==> src/rtl/key_event_fifo.sv <==
// key_event_fifo: edge-detects scanner strobes, encodes one-hot codes and queues ticket indices in a FWFT FIFO
// Optional KEY_DEDUP_EN suppresses repeats of the last accepted index within HOLDOFF cycles.
module key_event_fifo #(
    parameter int DEPTH   = 4,
    parameter int HOLDOFF = 8
) (
    input  logic                       clk,
    input  logic                       rst,
    input  logic                       in_RDY,
    input  logic [7:0]                 DATA_in,
    input  logic                       rd_en,
    output logic                       out_VALID,
    output logic [2:0]                 ticket_idx,
    output logic                       full,
    output logic [$clog2(DEPTH):0]     count,
    output logic                       bad_code,
    output logic                       drop
);
    localparam int AW = $clog2(DEPTH);
    localparam int CW = AW + 1;

    if (DEPTH < 2 || (DEPTH & (DEPTH - 1)) != 0 || HOLDOFF < 1) begin : g_bad_cfg
        $error("key_event_fifo: DEPTH must be a power of two >= 2 and HOLDOFF >= 1");
    end

    logic          in_rdy_d;
    logic          ev_ok;
    logic          ev_bad;
    logic [2:0]    ev_idx;
    logic          onehot;
    logic [2:0]    enc;
    logic          strobe;
    logic          dup;
    logic          pop;
    logic          push;
    logic          lost;
    logic [CW-1:0] count_nxt;
    logic [AW-1:0] wr_ptr;
    logic [AW-1:0] rd_ptr;
    logic [2:0]    mem [DEPTH];

    always_comb begin
        enc = '0;
        for (int i = 0; i < 8; i++)
            if (DATA_in[i]) enc = 3'(i);
        onehot = (DATA_in != 8'd0) && ((DATA_in & (DATA_in - 8'd1)) == 8'd0);
        strobe = in_RDY & ~in_rdy_d;
    end

    // Stage 1: capture the event on the strobe's rising edge; it is acted on one edge later.
    always_ff @(posedge clk) begin
        if (rst) begin
            in_rdy_d <= 1'b0;
            ev_ok    <= 1'b0;
            ev_bad   <= 1'b0;
            ev_idx   <= '0;
        end else begin
            in_rdy_d <= in_RDY;
            ev_ok    <= strobe & onehot;
            ev_bad   <= strobe & ~onehot;
            ev_idx   <= enc;
        end
    end

`ifdef KEY_DEDUP_EN
    localparam int HW = $clog2(HOLDOFF + 1);
    logic [2:0]    last_idx;
    logic [HW-1:0] hold_cnt;

    // hold_cnt > 1 at the decision edge means fewer than HOLDOFF edges since the last accept.
    assign dup = ev_ok && (ev_idx == last_idx) && (hold_cnt > HW'(1));

    always_ff @(posedge clk) begin
        if (rst) begin
            last_idx <= '0;
            hold_cnt <= '0;
        end else if (push) begin
            last_idx <= ev_idx;
            hold_cnt <= HW'(HOLDOFF);
        end else if (hold_cnt != '0) begin
            hold_cnt <= hold_cnt - HW'(1);
        end
    end
`else
    assign dup = 1'b0;
`endif

    always_comb begin
        pop       = rd_en & out_VALID;
        push      = ev_ok & ~dup & (~full | pop);
        lost      = ev_ok & ~dup & full & ~pop;
        count_nxt = count + CW'(push) - CW'(pop);
    end

    always_ff @(posedge clk) begin
        if (rst) begin
            wr_ptr    <= '0;
            rd_ptr    <= '0;
            count     <= '0;
            out_VALID <= 1'b0;
            full      <= 1'b0;
            bad_code  <= 1'b0;
            drop      <= 1'b0;
        end else begin
            count     <= count_nxt;
            out_VALID <= count_nxt != '0;
            full      <= count_nxt == CW'(DEPTH);
            bad_code  <= ev_bad;
            drop      <= lost;
            if (push) wr_ptr <= wr_ptr + AW'(1);
            if (pop)  rd_ptr <= rd_ptr + AW'(1);
        end
    end

    always_ff @(posedge clk)
        if (!rst && push) mem[wr_ptr] <= ev_idx;

    assign ticket_idx = out_VALID ? mem[rd_ptr] : 3'd0;
endmodule

==> config.mk <==
export PLATFORM = sky130hd
export DESIGN_NAME = key_event_fifo
export DESIGN_NICKNAME = d
export VERILOG_FILES = /design/src/rtl/key_event_fifo.sv
export SDC_FILE = /design/constraint.sdc
export NUM_CORES = 1
export LEC_CHECK = 0
export CAP_MARGIN = 20
export CORE_ASPECT_RATIO = 1.1
export CORE_MARGIN = 1.5
export CORE_UTILIZATION = 43
export DETAILED_ROUTE_END_ITERATION = 10
export PLACE_DENSITY = 0.65
export SETUP_SLACK_MARGIN = 0.15
export SLEW_MARGIN = 0
export SYNTH_ARGS = -nofsm -noshare
export SYNTH_HDL_FRONTEND = slang
export SYNTH_SLANG_ARGS = --single-unit
export TNS_END_PERCENT = 100
==> constraint.sdc <==
create_clock -name clk -period 5.05 [get_ports clk]
set_input_delay 1.01 -clock clk [delete_from_list [all_inputs] [get_ports clk]]
set_output_delay 1.01 -clock clk [all_outputs]
set_load 0.01 [all_outputs]
==> out/qor.csv, run 1 <==
stage;metric;value;unit
global_route;grt_max_degree;17;
timing;slew_headroom;0.637;
global_route;grt_use_total;0.143;
clock_network;cts_buffer_depth;2;
timing;finalWorstSetupSlack;2.11;ns
setup_path;start_kind;flop;
timing;rsz0062_at_grt;false;
cells_and_area;num_antenna_cells;0;
synthesis;yosysMostFrequentCell;dfxtp_1;
setup_path;r2r_start;out_VALID;
clock_network;cts.repair.resized;0;
pwr;p_per_area;395;mW/mm^2
synthesis;syn-num-nets;125;
cells_and_area;num-nets-final;152;
floorplan;floorplan.initialDensity;0.455;
timing;fin_tns_setup;0;ns
clock_network;insertion_delay;0.33;ns
global_route;grt_pass1_vias;773;
pwr;p_sw_frac;0.260;
timing;hold_viol;0;
setup_path;r2r_cells;9;
global_route;antenna_found_initial;0;
route;finalWirelength;1920;microns
pwr;comb_power_share;0.256;
synthesis;synth_cells;106;
setup_path;crit_path_end;ticket_idx[1];
pwr;internal_power;0.465;mW
synthesis;netlist_area;0.00127;sq mm
cells_and_area;syn2layout_area_growth;24.8;%
floorplan;chipWidth;54.9;microns
synthesis;synth_cell_type_count;28;
route;wl_per_cell;11.5;microns
synthesis;ys_seq_area_frac;0.581;
global_route;grt_overflow_total;0;
clock_network;post_cts_buffers;0;
synthesis;ys.warnings.count;0;
route;drtIter0Drc;11;
route;drtAntennaViolNets;0;
placed_design;routabilityCongestion;0.736;
synthesis;ys_top_cells_by_count;19 x dfxtp_1, 12 x edfxtp_1, 8 x and2_1, 8 x nor2_1;
timing;worstMarginPinSlew;0.542;ns
synthesis;synth_top_area_share;0.298;
flow_run;maxCapViolCount;0;
status;status;finished clean;
synthesis;synth_top_area_cell;dfxtp_1;
route;drc;0;
setup_path;critical_path_required;4.04;ns
cells_and_area;layout.cells.non_filler;167;
route;dr.pass1.iters;3;
global_route;grtUsageMet3;0.0525;
hold_path;min-delay-path-class;reg2reg;
timing;finalCriticalPeriod;2.94;ns
synthesis;ys_ff_latch;31;
timing;slew_violations;0;
clock_network;cts-htree-levels;2;
synthesis;synth_area_leaders;dfxtp_1 30%, edfxtp_1 28%, ha_1 5.9%;
clock_network;cts_tree;done;
pwr;p_leak;0.610;nW
setup_path;cp_data_arrival_time;1.93;ns
synthesis;synthArstFlopShare;0;
timing;skew;0.0145;ns
placed_design;io_buffers;21;
route;num_vias;808;
clock_network;path_clk_slew;0.10;ns
setup_path;path_max_fanout;3;
setup_path;end_kind;output pin;
global_route;grt_pass1_wl;3130;microns
pwr;power.switching;0.164;mW
global_route;gr-usage-met2;0.224;
clock_network;cts_made_buffers;5;
synthesis;avgSynthCellArea;12.0;sq um
floorplan;core;0.00280;sq mm
synthesis;synth_edf_count;12;
pwr;clockPowerShare;0.256;
timing;finalSetupViolCount;0;
setup_path;crit_type;reg2out;
placed_design;place_ws;1.90;ns
pwr;ir_worst_vdd;0.000239;V
floorplan;die-area;0.00330;sq mm
clock_network;clock_sinks;31;
floorplan;io_pins;22;
synthesis;ys.flop_type;dfxtp_1;
setup_path;reg2reg_to;out_VALID;
clock_network;cts-root-buf;clkbuf_4;
pwr;power_frac_seq;0.488;
timing;fin_crit_sh;0.583;
floorplan;rows;20;
route;viasPerCell;4.84;
placed_design;placedCellCount;159;
global_route;top_usage_layer;met2;
cells_and_area;final_layout_size_suffix_gt1_frac;0.0821;
timing;max_freq;0.340;GHz
clock_network;ctsHoldBuffers;0;
setup_path;r2r_slack;3.00;ns
placed_design;place.detailed.hpwl;1520;microns
global_route;grt_use_met1;0.150;
floorplan;die_h;60.1;microns
-- state kept, by name (all words and copies together) (netlist names), named ones only --
| signal | flops |
|---|---|
| drop | 1 |
| bad_code | 1 |
| rd_ptr | 2 |
| wr_ptr | 2 |
| in_rdy_d | 1 |
| count | 3 |
| ev_bad | 1 |
| out_VALID | 1 |
| mem | 12 |
| ev_idx | 3 |
| full | 1 |
| ev_ok | 1 |
-- per-layer routing --
layer | wire length, microns | up-vias
met4 | 65 | 0
li1 | - | 418
met3 | 96 | 8
met5 | 0 | -
met1 | 850 | 361
met2 | 909 | 21
-- critical path, stage by stage, from the launching register on --
cell,delay [ns]
dfxtp_1,0.44
mux4_2,0.53
and2_1,0.17
clkdlybuf4s50_1,0.47
-- stage by stage --
step                hold slack, ns  total power [mW]  cell area [sq um]   util
finish                       0.459             0.628               1590  0.568
floorplan                    0.414             0.404               1270      -
detailed placement           0.431             0.477               1520  0.543
global route                 0.473             0.669               1590  0.568
CTS                          0.462             0.637               1590  0.568
global placement             0.440             0.472               1520  0.543
-- kinds of logic after synthesis --
logic type,Yosys count,synth area share
adders and majority gates,8,0.0824
AOI/OAI and AO/OA,16,0.0746
DFF,31,0.581
muxes,3,0.0530
and+or+nand+nor,34,0.144
buffers and inverters,8,0.0236
xor gates and xnor gates,6,0.0412
-- layout by cell type (no fill, tap or decap) --
| master | instances |
|---|---|
| a21bo_2 | 1 |
| a21oi_1 | 7 |
| and2_1 | 8 |
| and3_1 | 1 |
| clkbuf_1 | 1 |
| clkbuf_4 | 5 |
| clkbuf_8 | 2 |
| clkdlybuf4s50_1 | 21 |
| dfxtp_1 | 19 |
| edfxtp_1 | 12 |
| fa_1 | 1 |
| ha_1 | 6 |
| inv_1 | 7 |
| maj3_1 | 1 |
| mux4_2 | 3 |
| nand2_1 | 3 |
| nand2b_1 | 3 |
| nand3_1 | 1 |
| nor2_1 | 8 |
| nor2b_1 | 6 |
| nor3_1 | 1 |
| nor3b_1 | 1 |
| nor4_1 | 1 |
| o211a_1 | 1 |
| o211ai_1 | 1 |
| o21ai_0 | 4 |
| o21ai_1 | 1 |
| o21bai_1 | 1 |
| or3_1 | 1 |
| xnor2_1 | 4 |
| xor2_1 | 2 |
-- cell type report --
type                            count  area, sq um
Fill cell                         254         1210
Sequential cell                    31          741
Multi-Input combinational cell     67          504
Timing Repair Buffer               21          210
Clock buffer                        8         68.8
Tap cell                           33         41.3
Inverter                            7         26.3
-- how the worst min path moves through the flow --
stage,to,startpoint,cells past startpoint
4_1_cts,bad_code,ev_bad,1
3_5_place_dp,bad_code,ev_bad,1
6_report,bad_code,ev_bad,1
5_1_grt,bad_code,ev_bad,1
2_1_floorplan,bad_code,ev_bad,1
3_3_place_gp,bad_code,ev_bad,1
-- power groups by stage --
stage               logic, mW  registers [mW]  clock network (mW)
floorplan              0.0886           0.316                   0
global placement        0.159           0.313                   0
detailed placement      0.163           0.314                   0
CTS                     0.164           0.308               0.165
global route            0.182           0.311               0.175
finish                  0.161           0.307               0.161
Power figures use the tool's default switching activity.
==> run 2, diff against run 1 <==
--- a/config.mk
+++ b/config.mk
@@ -10,7 +10,7 @@
 export CORE_MARGIN = 1.5
 export CORE_UTILIZATION = 43
 export DETAILED_ROUTE_END_ITERATION = 10
-export PLACE_DENSITY = 0.65
+export PLACE_DENSITY = 0.68
 export SETUP_SLACK_MARGIN = 0.15
 export SLEW_MARGIN = 0
 export SYNTH_ARGS = -nofsm -noshare
==> constraint.sdc (replaced) <==
create_clock -name clk -period 2.55 [get_ports clk]
set_input_delay 0.51 -clock clk [delete_from_list [all_inputs] [get_ports clk]]
set_output_delay 0.51 -clock clk [all_outputs]
set_load 0.01 [all_outputs]
==> out/qor.csv, run 2 (synthesized netlist as in run 1, its figures left out) <==
stage;metric;value;unit;change
status;status;finished clean;;
global_route;grt_pass1_vias;849;;+9.8%
route;viasPerCell;4.87;;+0.68%
floorplan;floorplan.initialDensity;0.455;;unchanged
cells_and_area;num-nets-final;156;;+2.6%
timing;worstMarginPinSlew;0.317;ns;-0.225 ns
route;drtIter0Drc;8;;-3
cells_and_area;num_antenna_cells;0;;unchanged
cells_and_area;top_regs;mem: 12 flops, count: 3 flops, ev_idx: 3 flops;;
flow_run;maxCapViolCount;0;;unchanged
global_route;grt_use_total;0.152;;+0.00881
clock_network;insertion_delay;0.32;ns;about the same
route;wl_per_cell;11.4;microns;-1.0%
placed_design;routabilityCongestion;0.723;;-1.8%
cells_and_area;final_layout_size_suffix_gt1_frac;0.109;;+0.0266
pwr;clockPowerShare;0.214;;-0.042
timing;fin_crit_sh;0.908;;
clock_network;cts-htree-levels;2;;unchanged
floorplan;chipWidth;54.9;microns;unchanged
route;dr.pass1.iters;3;;unchanged
pwr;internal_power;0.878;mW;+89%
timing;fin_tns_setup;0;ns;unchanged
cells_and_area;layout_commonest_cell;clkdlybuf4s50_1;;
setup_path;start_kind;flop;;
global_route;grt_max_degree;11;;-6
timing;skew;0.00802;ns;-0.00649 ns
floorplan;die_h;60.1;microns;unchanged
clock_network;clock_sinks;31;;unchanged
cells_and_area;final_cell_mix;21 x clkdlybuf4s50_1, 18 x dfxtp_1, 12 x edfxtp_1, 8 x and2_1, 8 x nor2_1;;
cells_and_area;registers.top_by_ff_count;mem;;
timing;finalSetupViolCount;0;;unchanged
setup_path;critical_path_required;2.04;ns;-2.00 ns
pwr;power_frac_seq;0.509;;+0.021
route;drtAntennaViolNets;0;;unchanged
cells_and_area;n_fill_cell;278;;+9.4%
pwr;p_leak;0.620;nW;+1.6%
clock_network;cts_tree;done;;
cells_and_area;fin_util;0.573;;+0.00536
cells_and_area;design_area;0.00161;sq mm;+0.94%
timing;finalCriticalPeriod;2.31;ns;
floorplan;core;0.00280;sq mm;unchanged
placed_design;place.detailed.hpwl;1530;microns;+0.56%
setup_path;path_max_fanout;3;;unchanged
setup_path;crit_type;reg2out;;
pwr;p_sw_frac;0.267;;+0.00713
cells_and_area;layout.cells.non_filler;171;;+2.4%
clock_network;cts-root-buf;clkbuf_4;;
global_route;grt_overflow_total;0;;unchanged
timing;slew_headroom;0.787;;+0.149
timing;rsz0062_at_grt;false;;
pwr;power;1.20;mW;+91%
timing;max_freq;0.432;GHz;
pwr;power.switching;0.321;mW;+96%
global_route;grt_pass1_wl;3440;microns;+10%
clock_network;ctsHoldBuffers;0;;unchanged
clock_network;path_clk_slew;0.09;ns;about the same
route;drc;0;;unchanged
setup_path;cp_data_arrival_time;1.80;ns;-0.13 ns
cells_and_area;largest_reg_flops;12;;unchanged
hold_path;min-delay-path-class;reg2reg;;
pwr;p_per_area;746;mW/mm^2;+89%
clock_network;cts_made_buffers;5;;unchanged
placed_design;io_buffers;21;;unchanged
timing;hold_viol;0;;unchanged
pwr;ir_worst_vdd;0.000452;V;+89%
placed_design;placedCellCount;163;;+2.5%
route;num_vias;833;;+3.1%
route;finalWirelength;1950;microns;+1.4%
floorplan;rows;20;;unchanged
cells_and_area;syn2layout_area_growth;26.0;%;
placed_design;placed_cell_area;0.00155;sq mm;+2.0%
global_route;antenna_found_initial;0;;unchanged
timing;slew_violations;0;;unchanged
floorplan;io_pins;22;;unchanged
pwr;comb_power_share;0.277;;+0.021
setup_path;end_kind;output pin;;
floorplan;die-area;0.00330;sq mm;unchanged
clock_network;cts_buffer_depth;2;;unchanged
==> run 2: changes by cell type in the layout (fill, tap and decap cells not counted), sizes merged <==
cell | previous run | this run
buf | 0 | 4
clkbuf | 8 | 7
clkinv | 0 | 1
==> run 2: metal layers <==
layer / part of all wire / track usage
met5: 0 / 0
met4: 0.022 / 0.0732
met3: 0.057 / 0.0675
met2: 0.52 / 0.259
met1: 0.40 / 0.156
==> run 2: cell type report <==
| class | count | area [sq um] | area share |
|---|---|---|---|
| inverters | 7 | 26.3 | 0.0164 |
| flip-flops and latches | 31 | 744 | 0.463 |
| multi-input cells | 67 | 504 | 0.314 |
| clock inverters | 1 | 5.00 | 0.00312 |
| well taps | 33 | 41.3 | 0.0257 |
| repair buffers | 25 | 240 | 0.150 |
| clock buffers | 7 | 45.0 | 0.0280 |
==> run 2: critical path, stage by stage (launching register included) <==
cell	delay, ns
dfxtp_4	0.38
mux4_2	0.48
and2_1	0.16
clkdlybuf4s50_1	0.47
==> run 2: repair_timing <==
item | 4_1_cts | 5_1_grt
setup buffers | 0 | 0
pin swaps | 0 | 0
endpoints found under the setup margin | 3 | 3
resized for setup | 1 | 1
==> run 2: metrics by stage <==
stage / hold slack (ns) / setup WS (ns)
after CTS: 0.463 / 0.191
after global placement: 0.428 / 0.0670
after global routing: 0.476 / 0.154
final: 0.457 / 0.236
after detailed placement: 0.450 / 0.0236
after floorplan: 0.414 / 0.460
==> run 2: power by group through the flow <==
stage                     Sequential (mW)  Clock (mW)  Combinational (mW)
final                               0.611       0.256               0.332
after global routing                0.621       0.294               0.374
after CTS                           0.612       0.268               0.338
after detailed placement            0.621           0               0.335
after global placement              0.619           0               0.327
after floorplan                     0.626           0               0.175
==> run 2: final timing paths <==
check | start | end | slack, ns | depth (start not counted)
worst max-delay path | flop | ticket_idx[0] | 0.24 | 3
worst min-delay path | ev_bad | bad_code | 0.46 | 1
worst max register to register | out_VALID | full | 0.59 | 9
worst min register to register | ev_bad | bad_code | 0.46 | 1
